## src/rtl/sqrt_controller_if.sv

```systemverilog
// Control/handshake bundle between the sqrt controller, its requester and the square-root datapath.
interface sqrt_controller_if #(
    parameter int DATA_WITDH = 32
);
    logic                  start_i;
    logic [DATA_WITDH-1:0] operand_i;
    logic                  negative_i;
    logic                  ready_o;
    logic                  done_o;
    logic                  err_o;
    logic                  IE_o;
    logic                  WE_o;
    logic                  OE_o;
    logic [2:0]            ADDR_WR_o;
    logic [2:0]            ADDR_RDA_o;
    logic [2:0]            ADDR_RDB_o;
    logic [1:0]            ALU_Op_o;
    logic [DATA_WITDH-1:0] dp_data_o;

    // Controller side: consumes requests and the ALU flag, drives datapath controls.
    modport slave (
        input  start_i, operand_i, negative_i,
        output ready_o, done_o, err_o, IE_o, WE_o, OE_o,
               ADDR_WR_o, ADDR_RDA_o, ADDR_RDB_o, ALU_Op_o, dp_data_o
    );

    // Environment side: requester plus datapath.
    modport master (
        output start_i, operand_i, negative_i,
        input  ready_o, done_o, err_o, IE_o, WE_o, OE_o,
               ADDR_WR_o, ADDR_RDA_o, ADDR_RDB_o, ALU_Op_o, dp_data_o
    );
endinterface

```

## src/rtl/sqrt_controller.sv

```systemverilog
// floor(sqrt(N)) sequencer driving a 4-register datapath by odd-number subtraction.
// Latency 4q+7 cycles to done (1 on rejected operand); start_i only honoured in IDLE, no queueing.
module sqrt_controller #(
    parameter int DATA_WITDH = 32
) (
    input  logic               clk,
    input  logic               rst_n,
    sqrt_controller_if.slave   bus
);
    localparam int MSB = DATA_WITDH - 1;

    localparam logic [3:0] S_IDLE     = 4'd0;
    localparam logic [3:0] S_LOAD_N   = 4'd1;
    localparam logic [3:0] S_LOAD_ONE = 4'd2;
    localparam logic [3:0] S_CLR_Q    = 4'd3;
    localparam logic [3:0] S_SET_ODD  = 4'd4;
    localparam logic [3:0] S_SUB      = 4'd5;
    localparam logic [3:0] S_INC_Q    = 4'd6;
    localparam logic [3:0] S_ADD_ODD1 = 4'd7;
    localparam logic [3:0] S_ADD_ODD2 = 4'd8;
    localparam logic [3:0] S_OUT      = 4'd9;
    localparam logic [3:0] S_DONE     = 4'd10;
    localparam logic [3:0] S_ERR      = 4'd11;

    // R0 remainder, R1 constant one, R2 quotient, R3 current odd number
    localparam logic [2:0] R0 = 3'd0;
    localparam logic [2:0] R1 = 3'd1;
    localparam logic [2:0] R2 = 3'd2;
    localparam logic [2:0] R3 = 3'd3;

    localparam logic [1:0] OP_ADD  = 2'b00;
    localparam logic [1:0] OP_SUB  = 2'b01;
    localparam logic [1:0] OP_PASS = 2'b10;

    logic [3:0]            state_q, state_d;
    logic [DATA_WITDH-1:0] op_q, op_d;

    logic                  ready;
    logic                  done;
    logic                  err;
    logic                  ie;
    logic                  we;
    logic                  oe;
    logic [2:0]            addr_wr;
    logic [2:0]            addr_rda;
    logic [2:0]            addr_rdb;
    logic [1:0]            alu_op;
    logic [DATA_WITDH-1:0] dp_data;

    always_comb begin
        state_d = state_q;
        op_d    = op_q;
        case (state_q)
            S_IDLE: begin
                if (bus.start_i) begin
                    op_d    = bus.operand_i;
                    state_d = bus.operand_i[MSB] ? S_ERR : S_LOAD_N;
                end
            end
            S_LOAD_N:   state_d = S_LOAD_ONE;
            S_LOAD_ONE: state_d = S_CLR_Q;
            S_CLR_Q:    state_d = S_SET_ODD;
            S_SET_ODD:  state_d = S_SUB;
            // A negative trial remainder means the last odd number did not fit: q is final.
            S_SUB:      state_d = bus.negative_i ? S_OUT : S_INC_Q;
            S_INC_Q:    state_d = S_ADD_ODD1;
            S_ADD_ODD1: state_d = S_ADD_ODD2;
            S_ADD_ODD2: state_d = S_SUB;
            S_OUT:      state_d = S_DONE;
            S_DONE:     state_d = S_IDLE;
            S_ERR:      state_d = S_IDLE;
            default:    state_d = S_IDLE;
        endcase
    end

    always_comb begin
        ready    = 1'b0;
        done     = 1'b0;
        err      = 1'b0;
        ie       = 1'b0;
        we       = 1'b0;
        oe       = 1'b0;
        addr_wr  = R0;
        addr_rda = R0;
        addr_rdb = R0;
        alu_op   = OP_ADD;
        dp_data  = '0;
        case (state_q)
            S_IDLE: ready = 1'b1;
            S_LOAD_N: begin
                ie      = 1'b1;
                we      = 1'b1;
                addr_wr = R0;
                dp_data = op_q;
            end
            S_LOAD_ONE: begin
                ie      = 1'b1;
                we      = 1'b1;
                addr_wr = R1;
                dp_data = DATA_WITDH'(1);
            end
            S_CLR_Q: begin
                addr_rda = R1;
                addr_rdb = R1;
                alu_op   = OP_SUB;
                we       = 1'b1;
                addr_wr  = R2;
            end
            S_SET_ODD: begin
                addr_rda = R1;
                alu_op   = OP_PASS;
                we       = 1'b1;
                addr_wr  = R3;
            end
            S_SUB: begin
                addr_rda = R0;
                addr_rdb = R3;
                alu_op   = OP_SUB;
                addr_wr  = R0;
                we       = ~bus.negative_i;
            end
            S_INC_Q: begin
                addr_rda = R2;
                addr_rdb = R1;
                alu_op   = OP_ADD;
                we       = 1'b1;
                addr_wr  = R2;
            end
            S_ADD_ODD1, S_ADD_ODD2: begin
                addr_rda = R3;
                addr_rdb = R1;
                alu_op   = OP_ADD;
                we       = 1'b1;
                addr_wr  = R3;
            end
            S_OUT: begin
                addr_rda = R2;
                alu_op   = OP_PASS;
                oe       = 1'b1;
            end
            S_DONE: done = 1'b1;
            S_ERR: begin
                done = 1'b1;
                err  = 1'b1;
            end
            default: ;
        endcase
    end

    always_ff @(posedge clk) begin
        if (!rst_n) begin
            state_q <= S_IDLE;
            op_q    <= '0;
        end else begin
            state_q <= state_d;
            op_q    <= op_d;
        end
    end

    assign bus.ready_o    = ready;
    assign bus.done_o     = done;
    assign bus.err_o      = err;
    assign bus.IE_o       = ie;
    assign bus.WE_o       = we;
    assign bus.OE_o       = oe;
    assign bus.ADDR_WR_o  = addr_wr;
    assign bus.ADDR_RDA_o = addr_rda;
    assign bus.ADDR_RDB_o = addr_rdb;
    assign bus.ALU_Op_o   = alu_op;
    assign bus.dp_data_o  = dp_data;
endmodule

```

## src/flat_wrapper.sv

```systemverilog
// flat-port wrapper written by rule: the top's interface ports become plain ports
module sqrt_controller_flat 
#(
    parameter int DATA_WITDH = 32
)
  (clk, rst_n, bus_start_i, bus_operand_i, bus_negative_i, bus_ready_o, bus_done_o, bus_err_o, bus_IE_o, bus_WE_o, bus_OE_o, bus_ADDR_WR_o, bus_ADDR_RDA_o, bus_ADDR_RDB_o, bus_ALU_Op_o, bus_dp_data_o);
  sqrt_controller_if #(.DATA_WITDH(DATA_WITDH)) bus_i ();
  input  logic clk;
  input  logic rst_n;
  input wire logic [$bits(bus_i.start_i)-1:0] bus_start_i;
  input wire logic [$bits(bus_i.operand_i)-1:0] bus_operand_i;
  input wire logic [$bits(bus_i.negative_i)-1:0] bus_negative_i;
  output wire logic [$bits(bus_i.ready_o)-1:0] bus_ready_o;
  output wire logic [$bits(bus_i.done_o)-1:0] bus_done_o;
  output wire logic [$bits(bus_i.err_o)-1:0] bus_err_o;
  output wire logic [$bits(bus_i.IE_o)-1:0] bus_IE_o;
  output wire logic [$bits(bus_i.WE_o)-1:0] bus_WE_o;
  output wire logic [$bits(bus_i.OE_o)-1:0] bus_OE_o;
  output wire logic [$bits(bus_i.ADDR_WR_o)-1:0] bus_ADDR_WR_o;
  output wire logic [$bits(bus_i.ADDR_RDA_o)-1:0] bus_ADDR_RDA_o;
  output wire logic [$bits(bus_i.ADDR_RDB_o)-1:0] bus_ADDR_RDB_o;
  output wire logic [$bits(bus_i.ALU_Op_o)-1:0] bus_ALU_Op_o;
  output wire logic [$bits(bus_i.dp_data_o)-1:0] bus_dp_data_o;
  assign bus_i.start_i = bus_start_i;
  assign bus_i.operand_i = bus_operand_i;
  assign bus_i.negative_i = bus_negative_i;
  assign bus_ready_o = bus_i.ready_o;
  assign bus_done_o = bus_i.done_o;
  assign bus_err_o = bus_i.err_o;
  assign bus_IE_o = bus_i.IE_o;
  assign bus_WE_o = bus_i.WE_o;
  assign bus_OE_o = bus_i.OE_o;
  assign bus_ADDR_WR_o = bus_i.ADDR_WR_o;
  assign bus_ADDR_RDA_o = bus_i.ADDR_RDA_o;
  assign bus_ADDR_RDB_o = bus_i.ADDR_RDB_o;
  assign bus_ALU_Op_o = bus_i.ALU_Op_o;
  assign bus_dp_data_o = bus_i.dp_data_o;
  sqrt_controller #(.DATA_WITDH(DATA_WITDH)) u_core (.clk(clk), .rst_n(rst_n), .bus(bus_i));
endmodule
```

## config.mk

```make
export PLATFORM = sky130hd
export DESIGN_NAME = sqrt_controller_flat
export DESIGN_NICKNAME = d
export VERILOG_FILES = /design/src/rtl/sqrt_controller_if.sv /design/src/rtl/sqrt_controller.sv /design/src/flat_wrapper.sv
export SDC_FILE = /design/constraint.sdc
export NUM_CORES = 1
export LEC_CHECK = 0
export CAP_MARGIN = 40
export CORE_UTILIZATION = 43
export DETAILED_ROUTE_END_ITERATION = 10
export HOLD_SLACK_MARGIN = 0.05
export PLACE_DENSITY = 0.91
export SLEW_MARGIN = 25
export SYNTH_ARGS = -nofsm -noshare
export SYNTH_HDL_FRONTEND = slang
export SYNTH_SLANG_ARGS = --single-unit
export TNS_END_PERCENT = 50
```

## constraint.sdc

```tcl
create_clock -name clk -period 1.6 [get_ports clk]
set_input_delay 0.24 -clock clk [delete_from_list [all_inputs] [get_ports clk]]
set_output_delay 0.24 -clock clk [all_outputs]
set_load 0.01 [all_outputs]
```

==> flow_summary.toml, run 1 <==
[run_status]
run_status = "finished, violations left"
violations_in_the_final_reports = "negative setup slack"

[floorplanning]
dieWidth_um = 70.32
floorplan.io_pins = 85
die-height_um = 70.32
fp.coreArea_um2 = 4414
floorplan.rows = 24
dieArea_um2 = 4944
initial_utilization = 0.4546

[sta]
final_period_minus_worst_setup_slack_ns = 1.844
unrepaired_setup_endpoints_after_global_routing = "true"
final_hold_violation_count = 0
slew_viol_final = 0
finalSetupViolations = 77
fin_ws_ns = -0.2439
final.setup_skew_ns = 0.003909
hold_slack_ns = 0.4697
timing.final.crit_share = 1.152
fmax_mhz = 542.3

[power_and_ir_drop]
p_total_mw = 4.989
power.share.sequential = 0.243
irDropWorstVdd_uv = 781.2
power.density_nw_per_um2 = 1397
cell_internal_pwr_mw = 3.091
power_switching_share = 0.3805
combinationalPowerShare = 0.597
power.static_leakage_nw = 1.513
net_switching_power_figure_mw = 1.898
power.share.clock = 0.160

[worst_setup_path]
cp_common_cell = "sky130_fd_sc_hd__buf_6"
critPathMaxStageDelay_ns = 0.38
setup.reg_to_reg.worst_slack_ns = -0.18
arrival_ns = 1.60
worst_r2r_path_depth = 7
worst_setup_start_kind = "flip-flop"
path_max_fanout = 5
crit_path_cells = "nand2b_4, nor3_4, buf_6, buf_6, and2_4, buf_6"
critical_path.endpoint_type = "output port"
worst_ep_required_time_ns = 1.36
critical_path.reg2reg.startpoint = "u_core.state_q[1]"
critPathKind = "reg2out"
critical-path-slowest-cell = "sky130_fd_sc_hd__dfxtp_4"
r2r_end = "u_core.op_q[20]"

[final_layout]
post-route-cell-area_um2 = 3572
fin_cells = 419
final_common_cell = "sky130_fd_sc_hd__buf_6"
multi_input_area_um2 = 1338
flow.area_growth_from_synthesis_pct = 77.99
layout.cells.most_common_list = "sky130_fd_sc_hd__buf_6, sky130_fd_sc_hd__clkdlybuf4s50_1, sky130_fd_sc_hd__dfxtp_1, sky130_fd_sc_hd__nand3_1, sky130_fd_sc_hd__a21boi_1"
filler_cell_count = 276
design.final.nets = 402
seqCellArea_um2 = 735.7
layout-drive-gt1-share = 0.4360
antennaDiodeCount = 0

[detailed_routing]
routed_wirelength_mm = 7.764
routed_wire_length_on_met3_um = 522
drt_drc_violations_left = 0
routedWlPerCell_um = 18.53
ant_nets = 0
vias = 2374
vias_per_cell = 5.666
wl_met1_mm = 3.179
highest_signal_layer = "met4"
drt_iter0_markers = 226
routed-wl-met2_mm = 3.935
drt_pass1_iterations = 4

[min_path]
timing.hold.worst.start = "u_core.op_q[29]"
worstHoldPathType = "reg2reg"
hold_path_depth = 2
hold_end = "u_core.op_q[29]"

[synth]
netlist_area_um2 = 2007
synth_area_per_cell_um2 = 7.933
synth_area_leaders = "sky130_fd_sc_hd__dfxtp_1, sky130_fd_sc_hd__a21boi_1, sky130_fd_sc_hd__o21ai_0"
synth.distinct_cells = 35
netlist.area_leader.share = 0.3591
synth_warnings = 0
synthDominantAreaCellType = "sky130_fd_sc_hd__dfxtp_1"
seq_area_frac_synth = 0.3591
postSynthCellCount = 253
yosys_register_bits = 36

[clocking]
clock_tree.buffer_depth = 2
cts_sinks = 36
clk_latency_ns = 0.29
cts.htree.levels = 2
cts_hold_repair.buffers = 0
clk_root_buffer_cell = "sky130_fd_sc_hd__clkbuf_8"
cts.clk_slew.worst_paths_ns = 0.07
cts_tree = "built"
cts_buffers = 5

[placement]
gp_congestion = 0.8856
post-place-ws_ns = -0.3102
place.detailed.instances = 391
post_dp_cell_area_um2 = 2990
portBuffers = 81
hpwl_mm = 3.848

[grt]
grt_use_total = 0.2704
grt_first_pass_wirelength_mm = 10.56
grt_max_degree = 34
globalRoute.totalOverflow = 0
via_count_of_the_first_global_routing_pass = 2171
number_of_antenna_violations_at_the_first_check_in_global_routing = 0

[flow_run]
max_cap_viol_count = 0
-- state kept, by name, summed over array words and instances (netlist names) --
name	cells
u_core.op_q	32
u_core.state_q	4
-- synth_stat cells --
cell,count
sky130_fd_sc_hd__o21ai_0,39
sky130_fd_sc_hd__dfxtp_1,36
sky130_fd_sc_hd__nand3_1,32
sky130_fd_sc_hd__and2_1,31
sky130_fd_sc_hd__a21boi_1,29
sky130_fd_sc_hd__clkbuf_1,18
sky130_fd_sc_hd__a21oi_1,6
sky130_fd_sc_hd__buf_2,5
sky130_fd_sc_hd__nand2_1,5
sky130_fd_sc_hd__nor2_1,5
sky130_fd_sc_hd__a21boi_0,4
sky130_fd_sc_hd__nand2b_1,4
sky130_fd_sc_hd__nor2b_1,4
sky130_fd_sc_hd__buf_4,3
sky130_fd_sc_hd__buf_8,3
sky130_fd_sc_hd__nor3_1,3
sky130_fd_sc_hd__nor3b_1,3
sky130_fd_sc_hd__or3b_2,3
sky130_fd_sc_hd__a21o_1,2
sky130_fd_sc_hd__inv_1,2
sky130_fd_sc_hd__o21bai_1,2
sky130_fd_sc_hd__a211o_1,1
sky130_fd_sc_hd__and3b_1,1
sky130_fd_sc_hd__clkbuf_2,1
sky130_fd_sc_hd__clkinv_4,1
sky130_fd_sc_hd__conb_1,1
sky130_fd_sc_hd__mux2_2,1
sky130_fd_sc_hd__nand3b_1,1
sky130_fd_sc_hd__nor4bb_1,1
sky130_fd_sc_hd__o2111ai_1,1
sky130_fd_sc_hd__o211ai_1,1
sky130_fd_sc_hd__o21ai_1,1
sky130_fd_sc_hd__o22a_1,1
sky130_fd_sc_hd__or4_1,1
sky130_fd_sc_hd__xnor2_1,1
-- routing by layer --
layer / track usage / vias to the layer above
li1: - / 1096
met1: 0.3452 / 1156
met2: 0.4487 / 110
met3: 0.06205 / 12
met4: 0.08444 / 0
met5: 0 / -
-- area by class of cell --
| cell class | instances | share of cell area |
|---|---|---|
| Tap cell | 52 | 0.01821 |
| Clock inverter | 2 | 0.009807 |
| Inverter | 3 | 0.005254 |
| Sequential cell | 36 | 0.2060 |
| Clock buffer | 6 | 0.02032 |
| Timing Repair Buffer | 134 | 0.3660 |
| Multi-Input combinational cell | 186 | 0.3744 |
-- what timing repair did --
| action | 4_1_cts | 5_1_grt |
|---|---|---|
| pin swaps | 25 | 12 |
| buffers inserted | 10 | 5 |
| gates resized for setup | 256 | 59 |
| gates cloned | 3 | 3 |
| endpoints found under the setup margin | 82 | 79 |
-- power by group through the flow --
stage          clock (mW)  combinational (mW)  sequential, mW
2_1_floorplan           0                1.13            1.13
3_3_place_gp            0                1.79            1.17
3_5_place_dp            0                1.83            1.18
4_1_cts             0.798                2.16            1.17
5_1_grt             0.856                3.12            1.23
6_report            0.798                2.98            1.21
-- cells by family (layout without fill, tap and decap cells) --
group | count (synthesis) | count (layout) | synth area share
buffers and inverters | 33 | 145 | 0.09039
multiplexers | 1 | 1 | 0.005611
XOR/XNOR | 1 | 1 | 0.004365
other | 1 | 3 | 0.001869
AO/OA/AOI/OAI | 87 | 87 | 0.2700
flip-flops | 36 | 36 | 0.3591
AND/OR/NAND/NOR | 94 | 94 | 0.2687
-- worst max-delay path: cells and delay by family, from the launching register on --
| family | cells | cell delay (ns) |
|---|---|---|
| and+or+nand+nor | 3 | 0.55 |
| DFF | 1 | 0.38 |
| buffers and inverters | 3 | 0.38 |
-- stage by stage --
stage	utilization	TNS [ns]
after floorplan	-	0
after global placement	0.6774	-10.50
after detailed placement	0.6774	-14.52
after CTS	0.7477	-4.858
after global routing	0.8092	-15.60
final	0.8092	-11.42
-- worst max path at each step --
stage,startpoint,endpoint,slack [ns]
floorplan,u_core.state_q[3],bus_WE_o,0.02
global placement,u_core.state_q[1],bus_WE_o,-0.24
detailed placement,u_core.state_q[0],bus_dp_data_o[8],-0.31
CTS,u_core.state_q[3],bus_dp_data_o[22],-0.15
global route,u_core.state_q[3],bus_dp_data_o[10],-0.30
finish,u_core.state_q[3],bus_dp_data_o[10],-0.24
No activity file was read; power rests on OpenSTA's default activity.
==> inputs of run 2 (changes only) <==
--- a/config.mk
+++ b/config.mk
@@ -5,6 +5,7 @@
 export SDC_FILE = /design/constraint.sdc
 export NUM_CORES = 1
 export LEC_CHECK = 0
+export ABC_CLOCK_PERIOD_IN_PS = 1600
 export CAP_MARGIN = 40
 export CORE_UTILIZATION = 43
 export DETAILED_ROUTE_END_ITERATION = 10
==> results of run 2 <==
Final layout, timing and power as in run 1 (identical DEF).
